**src/rtl/memory_stage_pkg.sv**
```systemverilog
// Shared definitions for the memory stage: widths, opcodes, handshake states
// and NZP helpers.
package memory_stage_pkg;

    localparam int OPCODE_WIDTH = 8;
    localparam int REG_WIDTH    = 16;
    localparam int PC_WIDTH     = 16;

    // ALU group
    localparam logic [OPCODE_WIDTH-1:0] OP_ADD   = 8'h01;
    localparam logic [OPCODE_WIDTH-1:0] OP_ADDI  = 8'h02;
    localparam logic [OPCODE_WIDTH-1:0] OP_AND   = 8'h03;
    localparam logic [OPCODE_WIDTH-1:0] OP_ANDI  = 8'h04;
    localparam logic [OPCODE_WIDTH-1:0] OP_MOV   = 8'h05;
    localparam logic [OPCODE_WIDTH-1:0] OP_MOVI  = 8'h06;
    // Memory group
    localparam logic [OPCODE_WIDTH-1:0] OP_LDW   = 8'h10;
    localparam logic [OPCODE_WIDTH-1:0] OP_STW   = 8'h11;
    // Unconditional control flow
    localparam logic [OPCODE_WIDTH-1:0] OP_JMP   = 8'h20;
    localparam logic [OPCODE_WIDTH-1:0] OP_JSR   = 8'h21;
    localparam logic [OPCODE_WIDTH-1:0] OP_JSRR  = 8'h22;
    // Conditional branches: 8'b11000_nzp, low three bits are the condition mask
    localparam logic [OPCODE_WIDTH-1:0] OP_BRP   = 8'hC1;
    localparam logic [OPCODE_WIDTH-1:0] OP_BRZ   = 8'hC2;
    localparam logic [OPCODE_WIDTH-1:0] OP_BRZP  = 8'hC3;
    localparam logic [OPCODE_WIDTH-1:0] OP_BRN   = 8'hC4;
    localparam logic [OPCODE_WIDTH-1:0] OP_BRNP  = 8'hC5;
    localparam logic [OPCODE_WIDTH-1:0] OP_BRNZ  = 8'hC6;
    localparam logic [OPCODE_WIDTH-1:0] OP_BRNZP = 8'hC7;

    // Condition-code bit positions
    localparam int NZP_N = 2;
    localparam int NZP_Z = 1;
    localparam int NZP_P = 0;

    // Data-memory handshake states
    typedef enum logic {
        MS_IDLE   = 1'b0,
        MS_ACCESS = 1'b1
    } ms_state_e;

    function automatic logic is_alu_op(input logic [OPCODE_WIDTH-1:0] op);
        return (op == OP_ADD) || (op == OP_ADDI) || (op == OP_AND) ||
               (op == OP_ANDI) || (op == OP_MOV) || (op == OP_MOVI);
    endfunction

    function automatic logic is_mem_op(input logic [OPCODE_WIDTH-1:0] op);
        return (op == OP_LDW) || (op == OP_STW);
    endfunction

    function automatic logic is_cond_branch(input logic [OPCODE_WIDTH-1:0] op);
        return op[OPCODE_WIDTH-1:3] == 5'b11000;
    endfunction

    // Condition codes derived from a value being written back
    function automatic logic [2:0] nzp_of(input logic [REG_WIDTH-1:0] v);
        logic [2:0] c;
        c        = 3'b000;
        c[NZP_N] = v[REG_WIDTH-1];
        c[NZP_Z] = (v == '0);
        c[NZP_P] = !v[REG_WIDTH-1] && (v != '0);
        return c;
    endfunction

endpackage

```
**src/rtl/memory_stage_mem_handshake_fsm.sv**
```systemverilog
// Data-memory req/ack handshake: owns the IDLE/ACCESS state, the request
// registers and (with MEMSTAGE_TIMEOUT_EN defined) the ack watchdog.
// State updates on the falling clock edge.
import memory_stage_pkg::*;

module mem_handshake_fsm #(
    parameter int MEM_ADDR_WIDTH = 16,
    parameter int TIMEOUT_CYCLES = 15
) (
    input  logic                      clk,
    input  logic                      rst,
    input  logic                      start_i,
    input  logic                      we_i,
    input  logic [MEM_ADDR_WIDTH-1:0] addr_i,
    input  logic [REG_WIDTH-1:0]      wdata_i,
    input  logic                      ack_i,
    output logic                      mem_req_o,
    output logic                      mem_we_o,
    output logic [MEM_ADDR_WIDTH-1:0] mem_addr_o,
    output logic [REG_WIDTH-1:0]      mem_wdata_o,
    output logic                      busy_o,
    output logic                      done_o,
    output logic                      mem_error_o
);

    ms_state_e                 state_q, state_d;
    logic                      req_q, req_d;
    logic                      we_q, we_d;
    logic [MEM_ADDR_WIDTH-1:0] addr_q, addr_d;
    logic [REG_WIDTH-1:0]      wdata_q, wdata_d;

`ifdef MEMSTAGE_TIMEOUT_EN
    localparam int CNT_W = $clog2(TIMEOUT_CYCLES + 1);
    logic [CNT_W-1:0] cnt_q, cnt_d;
    logic             err_q, err_d;
`endif

    // Next state: issue on start, retire on ack, optionally give up on timeout
    always_comb begin
        // NOTE: every variable gets a default before the case so no path leaves it unassigned (no latches).
        state_d = state_q;
        req_d   = req_q;
        we_d    = we_q;
        addr_d  = addr_q;
        wdata_d = wdata_q;
        done_o  = 1'b0;
`ifdef MEMSTAGE_TIMEOUT_EN
        cnt_d   = cnt_q;
        err_d   = err_q;
`endif
        case (state_q)
            MS_IDLE: begin
                if (start_i) begin
                    state_d = MS_ACCESS;
                    req_d   = 1'b1;
                    we_d    = we_i;
                    addr_d  = addr_i;
                    wdata_d = wdata_i;
`ifdef MEMSTAGE_TIMEOUT_EN
                    cnt_d   = '0;
`endif
                end
            end
            MS_ACCESS: begin
                if (ack_i) begin
                    state_d = MS_IDLE;
                    req_d   = 1'b0;
                    done_o  = 1'b1;
                end
`ifdef MEMSTAGE_TIMEOUT_EN
                else if (cnt_q == CNT_W'(TIMEOUT_CYCLES - 1)) begin
                    state_d = MS_IDLE;
                    req_d   = 1'b0;
                    err_d   = 1'b1;
                end else begin
                    cnt_d = cnt_q + 1'b1;
                end
`endif
            end
            default: state_d = MS_IDLE;
        endcase
    end

    // State and request registers; reset aborts any access in flight
    always_ff @(negedge clk or posedge rst) begin
        if (rst) begin
            state_q <= MS_IDLE;
            req_q   <= 1'b0;
            we_q    <= 1'b0;
            addr_q  <= '0;
            wdata_q <= '0;
`ifdef MEMSTAGE_TIMEOUT_EN
            cnt_q   <= '0;
            err_q   <= 1'b0;
`endif
        end else begin
            // NOTE: non-blocking so every register samples pre-edge values regardless of statement order.
            state_q <= state_d;
            req_q   <= req_d;
            we_q    <= we_d;
            addr_q  <= addr_d;
            wdata_q <= wdata_d;
`ifdef MEMSTAGE_TIMEOUT_EN
            cnt_q   <= cnt_d;
            err_q   <= err_d;
`endif
        end
    end

    assign mem_req_o   = req_q;
    assign mem_we_o    = we_q;
    assign mem_addr_o  = addr_q;
    assign mem_wdata_o = wdata_q;
    assign busy_o      = (state_q == MS_ACCESS);
`ifdef MEMSTAGE_TIMEOUT_EN
    assign mem_error_o = err_q;
`else
    assign mem_error_o = 1'b0;
`endif

endmodule

```
**src/rtl/memory_stage.sv**
```systemverilog
// Pipeline memory stage: accepts execute results, issues LDW/STW through the
// handshake FSM, resolves branches against its NZP register and registers the
// writeback outputs. Optional ack watchdog: define MEMSTAGE_TIMEOUT_EN.
import memory_stage_pkg::*;

module memory_stage #(
    parameter int MEM_ADDR_WIDTH = 16,
    parameter int TIMEOUT_CYCLES = 15
) (
    input  logic                      I_CLOCK,
    input  logic                      I_RESET,
    input  logic                      I_LOCK,
    input  logic [OPCODE_WIDTH-1:0]   I_Opcode,
    input  logic [REG_WIDTH-1:0]      I_ALUOut,
    input  logic [3:0]                I_DestRegIdx,
    input  logic [REG_WIDTH-1:0]      I_DestValue,
    input  logic                      I_FetchStall,
    input  logic                      I_DepStall,
    output logic                      O_MemReq,
    output logic                      O_MemWe,
    output logic [MEM_ADDR_WIDTH-1:0] O_MemAddr,
    output logic [REG_WIDTH-1:0]      O_MemWData,
    input  logic                      I_MemAck,
    input  logic [REG_WIDTH-1:0]      I_MemRData,
    output logic                      O_MemStall,
    output logic                      O_LOCK,
    output logic                      O_Valid,
    output logic [OPCODE_WIDTH-1:0]   O_Opcode,
    output logic [3:0]                O_DestRegIdx,
    output logic [REG_WIDTH-1:0]      O_WBValue,
    output logic                      O_WBEnable,
    output logic                      O_BranchTaken,
    output logic [PC_WIDTH-1:0]       O_BranchPC,
    output logic                      O_MemError
);

    if (TIMEOUT_CYCLES < 1) begin : g_bad_timeout
        $error("memory_stage: TIMEOUT_CYCLES must be at least 1");
    end

    logic busy, mem_done, accept, issue;

    logic                    lock_q;
    logic                    valid_q, valid_d;
    logic [OPCODE_WIDTH-1:0] op_q, op_d;
    logic [3:0]              dest_q, dest_d;
    logic [REG_WIDTH-1:0]    wbval_q, wbval_d;
    logic                    wben_q, wben_d;
    logic                    br_q, br_d;
    logic [PC_WIDTH-1:0]     brpc_q, brpc_d;
    logic [2:0]              nzp_q, nzp_d;
    logic [OPCODE_WIDTH-1:0] acc_op_q, acc_op_d;
    logic [3:0]              acc_dest_q, acc_dest_d;

    assign accept = !busy && I_LOCK && !I_FetchStall && !I_DepStall;
    assign issue  = accept && is_mem_op(I_Opcode);

    mem_handshake_fsm #(
        .MEM_ADDR_WIDTH (MEM_ADDR_WIDTH),
        .TIMEOUT_CYCLES (TIMEOUT_CYCLES)
    ) u_hs (
        .clk         (I_CLOCK),
        .rst         (I_RESET),
        .start_i     (issue),
        .we_i        (I_Opcode == OP_STW),
        .addr_i      (I_ALUOut[MEM_ADDR_WIDTH-1:0]),
        .wdata_i     (I_DestValue),
        .ack_i       (I_MemAck),
        .mem_req_o   (O_MemReq),
        .mem_we_o    (O_MemWe),
        .mem_addr_o  (O_MemAddr),
        .mem_wdata_o (O_MemWData),
        .busy_o      (busy),
        .done_o      (mem_done),
        .mem_error_o (O_MemError)
    );

    // Retirement: memory completion, ALU writeback, branch resolution or bubble
    always_comb begin
        valid_d    = 1'b0;
        wben_d     = 1'b0;
        br_d       = 1'b0;
        op_d       = op_q;
        dest_d     = dest_q;
        wbval_d    = wbval_q;
        brpc_d     = brpc_q;
        nzp_d      = nzp_q;
        acc_op_d   = acc_op_q;
        acc_dest_d = acc_dest_q;
        if (mem_done) begin
            valid_d = 1'b1;
            op_d    = acc_op_q;
            dest_d  = acc_dest_q;
            if (!O_MemWe) begin
                wbval_d = I_MemRData;
                wben_d  = 1'b1;
                nzp_d   = nzp_of(I_MemRData);
            end
        end else if (accept) begin
            if (is_mem_op(I_Opcode)) begin
                // Issue edge is a bubble; remember what retires on ack
                acc_op_d   = I_Opcode;
                acc_dest_d = I_DestRegIdx;
            end else begin
                valid_d = 1'b1;
                op_d    = I_Opcode;
                dest_d  = I_DestRegIdx;
                if (is_alu_op(I_Opcode)) begin
                    wbval_d = I_ALUOut;
                    wben_d  = 1'b1;
                    nzp_d   = nzp_of(I_ALUOut);
                end else if (is_cond_branch(I_Opcode)) begin
                    if ((I_Opcode[2:0] & nzp_q) != 3'b000) begin
                        br_d   = 1'b1;
                        brpc_d = PC_WIDTH'(I_DestValue);
                    end
                end else if (I_Opcode == OP_JMP) begin
                    br_d   = 1'b1;
                    brpc_d = PC_WIDTH'(I_DestValue);
                end else if ((I_Opcode == OP_JSR) || (I_Opcode == OP_JSRR)) begin
                    br_d    = 1'b1;
                    brpc_d  = PC_WIDTH'(I_DestValue);
                    wbval_d = I_ALUOut;
                    wben_d  = 1'b1;
                end
            end
        end
    end

    // Writeback, redirect and condition-code registers
    always_ff @(negedge I_CLOCK or posedge I_RESET) begin
        if (I_RESET) begin
            lock_q     <= 1'b0;
            valid_q    <= 1'b0;
            op_q       <= '0;
            dest_q     <= '0;
            wbval_q    <= '0;
            wben_q     <= 1'b0;
            br_q       <= 1'b0;
            brpc_q     <= '0;
            nzp_q      <= 3'b010;
            acc_op_q   <= '0;
            acc_dest_q <= '0;
        end else begin
            lock_q     <= I_LOCK;
            valid_q    <= valid_d;
            op_q       <= op_d;
            dest_q     <= dest_d;
            wbval_q    <= wbval_d;
            wben_q     <= wben_d;
            br_q       <= br_d;
            brpc_q     <= brpc_d;
            nzp_q      <= nzp_d;
            acc_op_q   <= acc_op_d;
            acc_dest_q <= acc_dest_d;
        end
    end

    assign O_MemStall    = O_MemReq;
    assign O_LOCK        = lock_q;
    assign O_Valid       = valid_q;
    assign O_Opcode      = op_q;
    assign O_DestRegIdx  = dest_q;
    assign O_WBValue     = wbval_q;
    assign O_WBEnable    = wben_q;
    assign O_BranchTaken = br_q;
    assign O_BranchPC    = brpc_q;

endmodule

```
**config.mk**
```make
export PLATFORM = sky130hd
export DESIGN_NAME = memory_stage
export DESIGN_NICKNAME = d
export VERILOG_FILES = /design/src/rtl/memory_stage_pkg.sv /design/src/rtl/memory_stage_mem_handshake_fsm.sv /design/src/rtl/memory_stage.sv
export SDC_FILE = /design/constraint.sdc
export NUM_CORES = 1
export LEC_CHECK = 0
export ABC_CLOCK_PERIOD_IN_PS = 2500
export BUFFER_PORTS_ARGS = -buffer_cell sky130_fd_sc_hd__buf_2
export CAP_MARGIN = 25
export CORE_ASPECT_RATIO = 1.25
export CORE_UTILIZATION = 25
export CTS_BUF_LIST = sky130_fd_sc_hd__clkbuf_4
export CTS_CLUSTER_SIZE = 28
export DETAILED_ROUTE_END_ITERATION = 10
export GPL_ROUTABILITY_DRIVEN = 0
export MAX_ROUTING_LAYER = met4
export SKIP_CTS_REPAIR_TIMING = 1
export SLEW_MARGIN = 20
export SYNTH_ARGS = -nofsm -noshare
export SYNTH_HDL_FRONTEND = slang
export SYNTH_HIERARCHICAL = 1
export SYNTH_SLANG_ARGS = --single-unit
```
**constraint.sdc**
```tcl
create_clock -name I_CLOCK -period 2.5 [get_ports I_CLOCK]
set_input_delay 0.375 -clock I_CLOCK [delete_from_list [all_inputs] [get_ports I_CLOCK]]
set_output_delay 0.375 -clock I_CLOCK [all_outputs]
set_load 0.005 [all_outputs]
```
## Word-level counts from Yosys, hierarchy flattened

Cells that the tools add are included.
Widths: inputs -> output; s select.

| operators by class | value |
|---|---|
| eq/ne operators | 19 |
| mux-type cells | 49 |
| bitwise logic cells | 5 |
| reduce and logical (&&, ||, !) cells | 34 |

Operator list:

| cell | count |
|---|---|
| $mux 16 | 12 |
| $logic_not 16->1 | 2 |
| $reduce_bool 16->1 | 2 |
| $eq 8x3->1 const B | 3 |
| $eq 8x6->1 const B | 3 |
| $mux 1 | 24 |
| $mux 8 | 3 |
| $eq 8x2->1 const B | 2 |
| $eq 8x5->1 const B | 2 |
| $mux 3 | 5 |
| $mux 4 | 3 |
| $reduce_and 6->1 | 2 |
| $reduce_bool 3->1 | 3 |
| $eq 8x1->1 const B | 1 |
| $ne 2x2->1 const B | 4 |
| $logic_or 1x1->1 | 7 |
| $logic_and 1x1->1 | 6 |
| $ne 3x3->1 const B | 2 |
| $reduce_and 2->1 | 3 |
| $eq 5x5->1 const B | 1 |
| $logic_not 1->1 | 5 |
| $not 1->1 | 4 |
| $pmux 1 s2 | 2 |
| $reduce_and 4->1 | 1 |
| other kinds (4) | 5 |

| storage, ports and cells | value |
|---|---|
| flip-flop bits (word level) | 98 |

## Logic depth before layout (Yosys ltp)

| depth | value |
|---|---|
| word-level depth | 10 |
| mapped depth | 7 |
| depth with buffers taken out | 5 |

## By module

Netlist, hierarchy kept.

Modules (own cells, without submodules):

| module | times used | cells an instance | area an instance (µm²) | seq. area each (µm²) |
|---|---|---|---|---|
| memory_stage | 1 | 206 | 2939.1 | 1577.8 |
| mem_handshake_fsm | 1 | 82 | 1482.7 | 875.8 |

==> impl_metrics.tcl <==
set metrics [dict create \
    status "finished with violations" \
    failed_checks "negative setup slack" \
    coreArea_mm2 0.0174 \
    synth_area_mm2 0.00442 \
    fp.dieH_um 151 \
    vias 3339 \
    leakagePower_uw 0.00351 \
    grt_use_total_pct 13.7 \
    fin_cells 764 \
    drt-total-wl_um 13100 \
    first_pass_iters 4 \
    rsz0062_at_grt "yes" \
    yosysWarnings 6 \
    synth_top_area_share_pct 54.9 \
    drtIter0Drc 73 \
    cts-root-buf "clkbuf_4" \
    synth-seq-cells 98 \
    cts_buffers 9 \
    fillers 1661 \
    ir_worst_vdd_mv 0.360 \
    synth_area_per_cell_um2 15.4 \
    cp-start-kind "input port" \
    synth_edf_count 0 \
    insertion_delay_ns 0.48 \
    boundaryPins 150 \
    port_buffers 148 \
    drv_cap 0 \
    grt_pass1_vias 3434 \
    finalNetCount 600 \
    synth_commonest_cells "97 x dfrtn_1, 72 x mux2_2, 39 x mux2_4, 9 x nor2_1, 7 x inv_1" \
    setup_viol 178 \
    routedWlPerCell_um 17.2 \
    ys.flop_type "dfrtn_1" \
    hpwl_um 9250 \
    final_util_pct 38.6 \
    syn2layout_area_growth_pct 51.4 \
    async_reset_ff_share_pct 100 \
    tritoncts "yes" \
    ys_seq_area_share_pct 55.5 \
    synth.area.top_cells "dfrtn_1 55%, mux2_2 18%, mux2_4 13%" \
    grt-ovfl-total 0 \
    antenna_left 0 \
    path_class "in -> reg" \
    hold_viol 0 \
    grt_max_degree 23 \
    syn_inst 288 \
    synth.most_common_cell "dfrtn_1" \
    die_w_um 121 \
    drc 0 \
    setup_slack_ns -0.595 \
    drive_above_1_share_pct 73.1 \
    drv_slew 0 \
    cts_num_sinks 98 \
    required_ns 1.52 \
    end_kind "flop" \
    yosysUniqueCellTypes 45 \
    rows 54 \
    synth_largest_area_cell "dfrtn_1" \
    antenna_found_initial 1 \
    grt_pass1_wl_um 18300 \
    hold_class "reg -> reg" \
    start_util_pct 25.5 \
    viasPerCell 4.37 \
    dieArea_mm2 0.0182 \
    worst_clock_skew_ns 0.0698 \
    crit_path_max_fanout 4 \
    powerDensity_mw_per_mm2 549 \
    clk_pin_slew_worst_paths_ns 0.10 \
    dp_cells 700 \
    synth_nets 354 \
    htreeDepth 3 \
    cp.arrival_ns 2.11 \
    clockBufferDepth 2 \
]
[final timing paths]
kind                               from             end  slack (ns)  cells after the start
setup / recovery           I_FetchStall   O_WBValue[11]       -0.59                      6
min in group asynchronous       I_RESET        nzp_q[0]        0.98                      2
setup reg to reg            u_hs/busy_o   O_WBValue[11]        0.19                      5
hold reg to reg             acc_op_q[4]     acc_op_q[4]        0.41                      1
hold / removal              acc_op_q[4]     acc_op_q[4]        0.41                      1
max in group asynchronous       I_RESET  O_BranchPC[12]        0.97                      3
[per-layer routing]
layer  vias to the layer above  part of all wire [%]  global-route usage, %
li1                       1528                     -                      -
met1                      1704                    42                   15.3
met2                        93                    52                   24.0
met3                        14                   4.6                   3.14
met4                         0                   1.1                   4.26
met5                         -                     0                      -
[worst max-delay path, cell delays in order]
cell and delay [ns]:
buf_6 0.09, or4b_4 0.54, a311o_1 0.36, a22oi_4 0.24, buf_4 0.18, mux2_2 0.33
[registers in the layout, indices dropped and copies added (netlist names)]
register	cells
O_BranchPC	16
O_WBValue	16
u_hs/mem_addr_o	16
u_hs/mem_wdata_o	16
O_Opcode	8
acc_op_q	8
O_DestRegIdx	4
acc_dest_q	4
nzp_q	3
O_BranchTaken	1
O_LOCK	1
O_Valid	1
O_WBEnable	1
u_hs/busy_o	1
u_hs/mem_req_o	1
u_hs/mem_we_o	1
[where the power goes]
group / switching, µW / leakage, µW / internal, µW
Combinational: 236 / 0.00207 / 359
Clock: 575 / 0.000124 / 710
Sequential: 68.4 / 0.00132 / 1730
Total: 880 / 0.00351 / 2800
[layout make-up]
cell class	count	area [µm²]	area share, %
diodes	1	2.50	0.0374
clock buffers	9	67.6	1.01
clock inverters	8	166	2.49
inverters	6	28.8	0.430
multi-input cells	169	1950	29.2
flip-flops and latches	98	2450	36.7
well taps	224	280	4.19
repair buffers	249	1740	26.0
[layout by cell type (no fill, tap or decap), types with 2 or more instances in the layout]
| cell type | netlist | layout |
|---|---|---|
| nand2_1 | 4 | 4 |
| clkbuf_16 | 0 | 5 |
| or4_1 | 4 | 4 |
| mux2_2 | 72 | 51 |
| buf_12 | 4 | 7 |
| nor2_4 | 0 | 2 |
| dfrtn_1 | 97 | 97 |
| buf_8 | 0 | 2 |
| buf_2 | 3 | 143 |
| clkbuf_4 | 0 | 9 |
| nor4_1 | 4 | 4 |
| nor2_1 | 9 | 7 |
| nor2b_1 | 6 | 5 |
| buf_4 | 2 | 81 |
| bufinv_16 | 0 | 5 |
| mux2_4 | 39 | 60 |
| buf_6 | 1 | 11 |
| inv_1 | 7 | 4 |
[stage by stage]
stage	hold WS [ns]	TNS (ns)	area [µm²]	total power [µW]	setup slack (ns)
floorplan	0.394	-60.82	4460	2050	-0.951
global placement	0.407	-85.94	5820	2340	-1.07
detailed placement	0.412	-86.23	5820	2360	-1.08
CTS	0.416	-52.29	6050	3650	-0.605
global route	0.443	-54.39	6690	3840	-0.598
finish	0.413	-48.59	6690	3680	-0.595
[cells by family (layout without fill, tap and decap cells)]
family	Yosys count	count (layout)	synth area share [%]
muxes	111	111	31.6
other	1	2	0.0848
and+or+nand+nor	43	43	6.00
AOI/OAI and AO/OA	13	13	2.74
DFF	98	98	55.5
xor gates and xnor gates	1	1	0.198
buffers and inverters	21	272	3.90
Power figures use the tool's default switching activity.
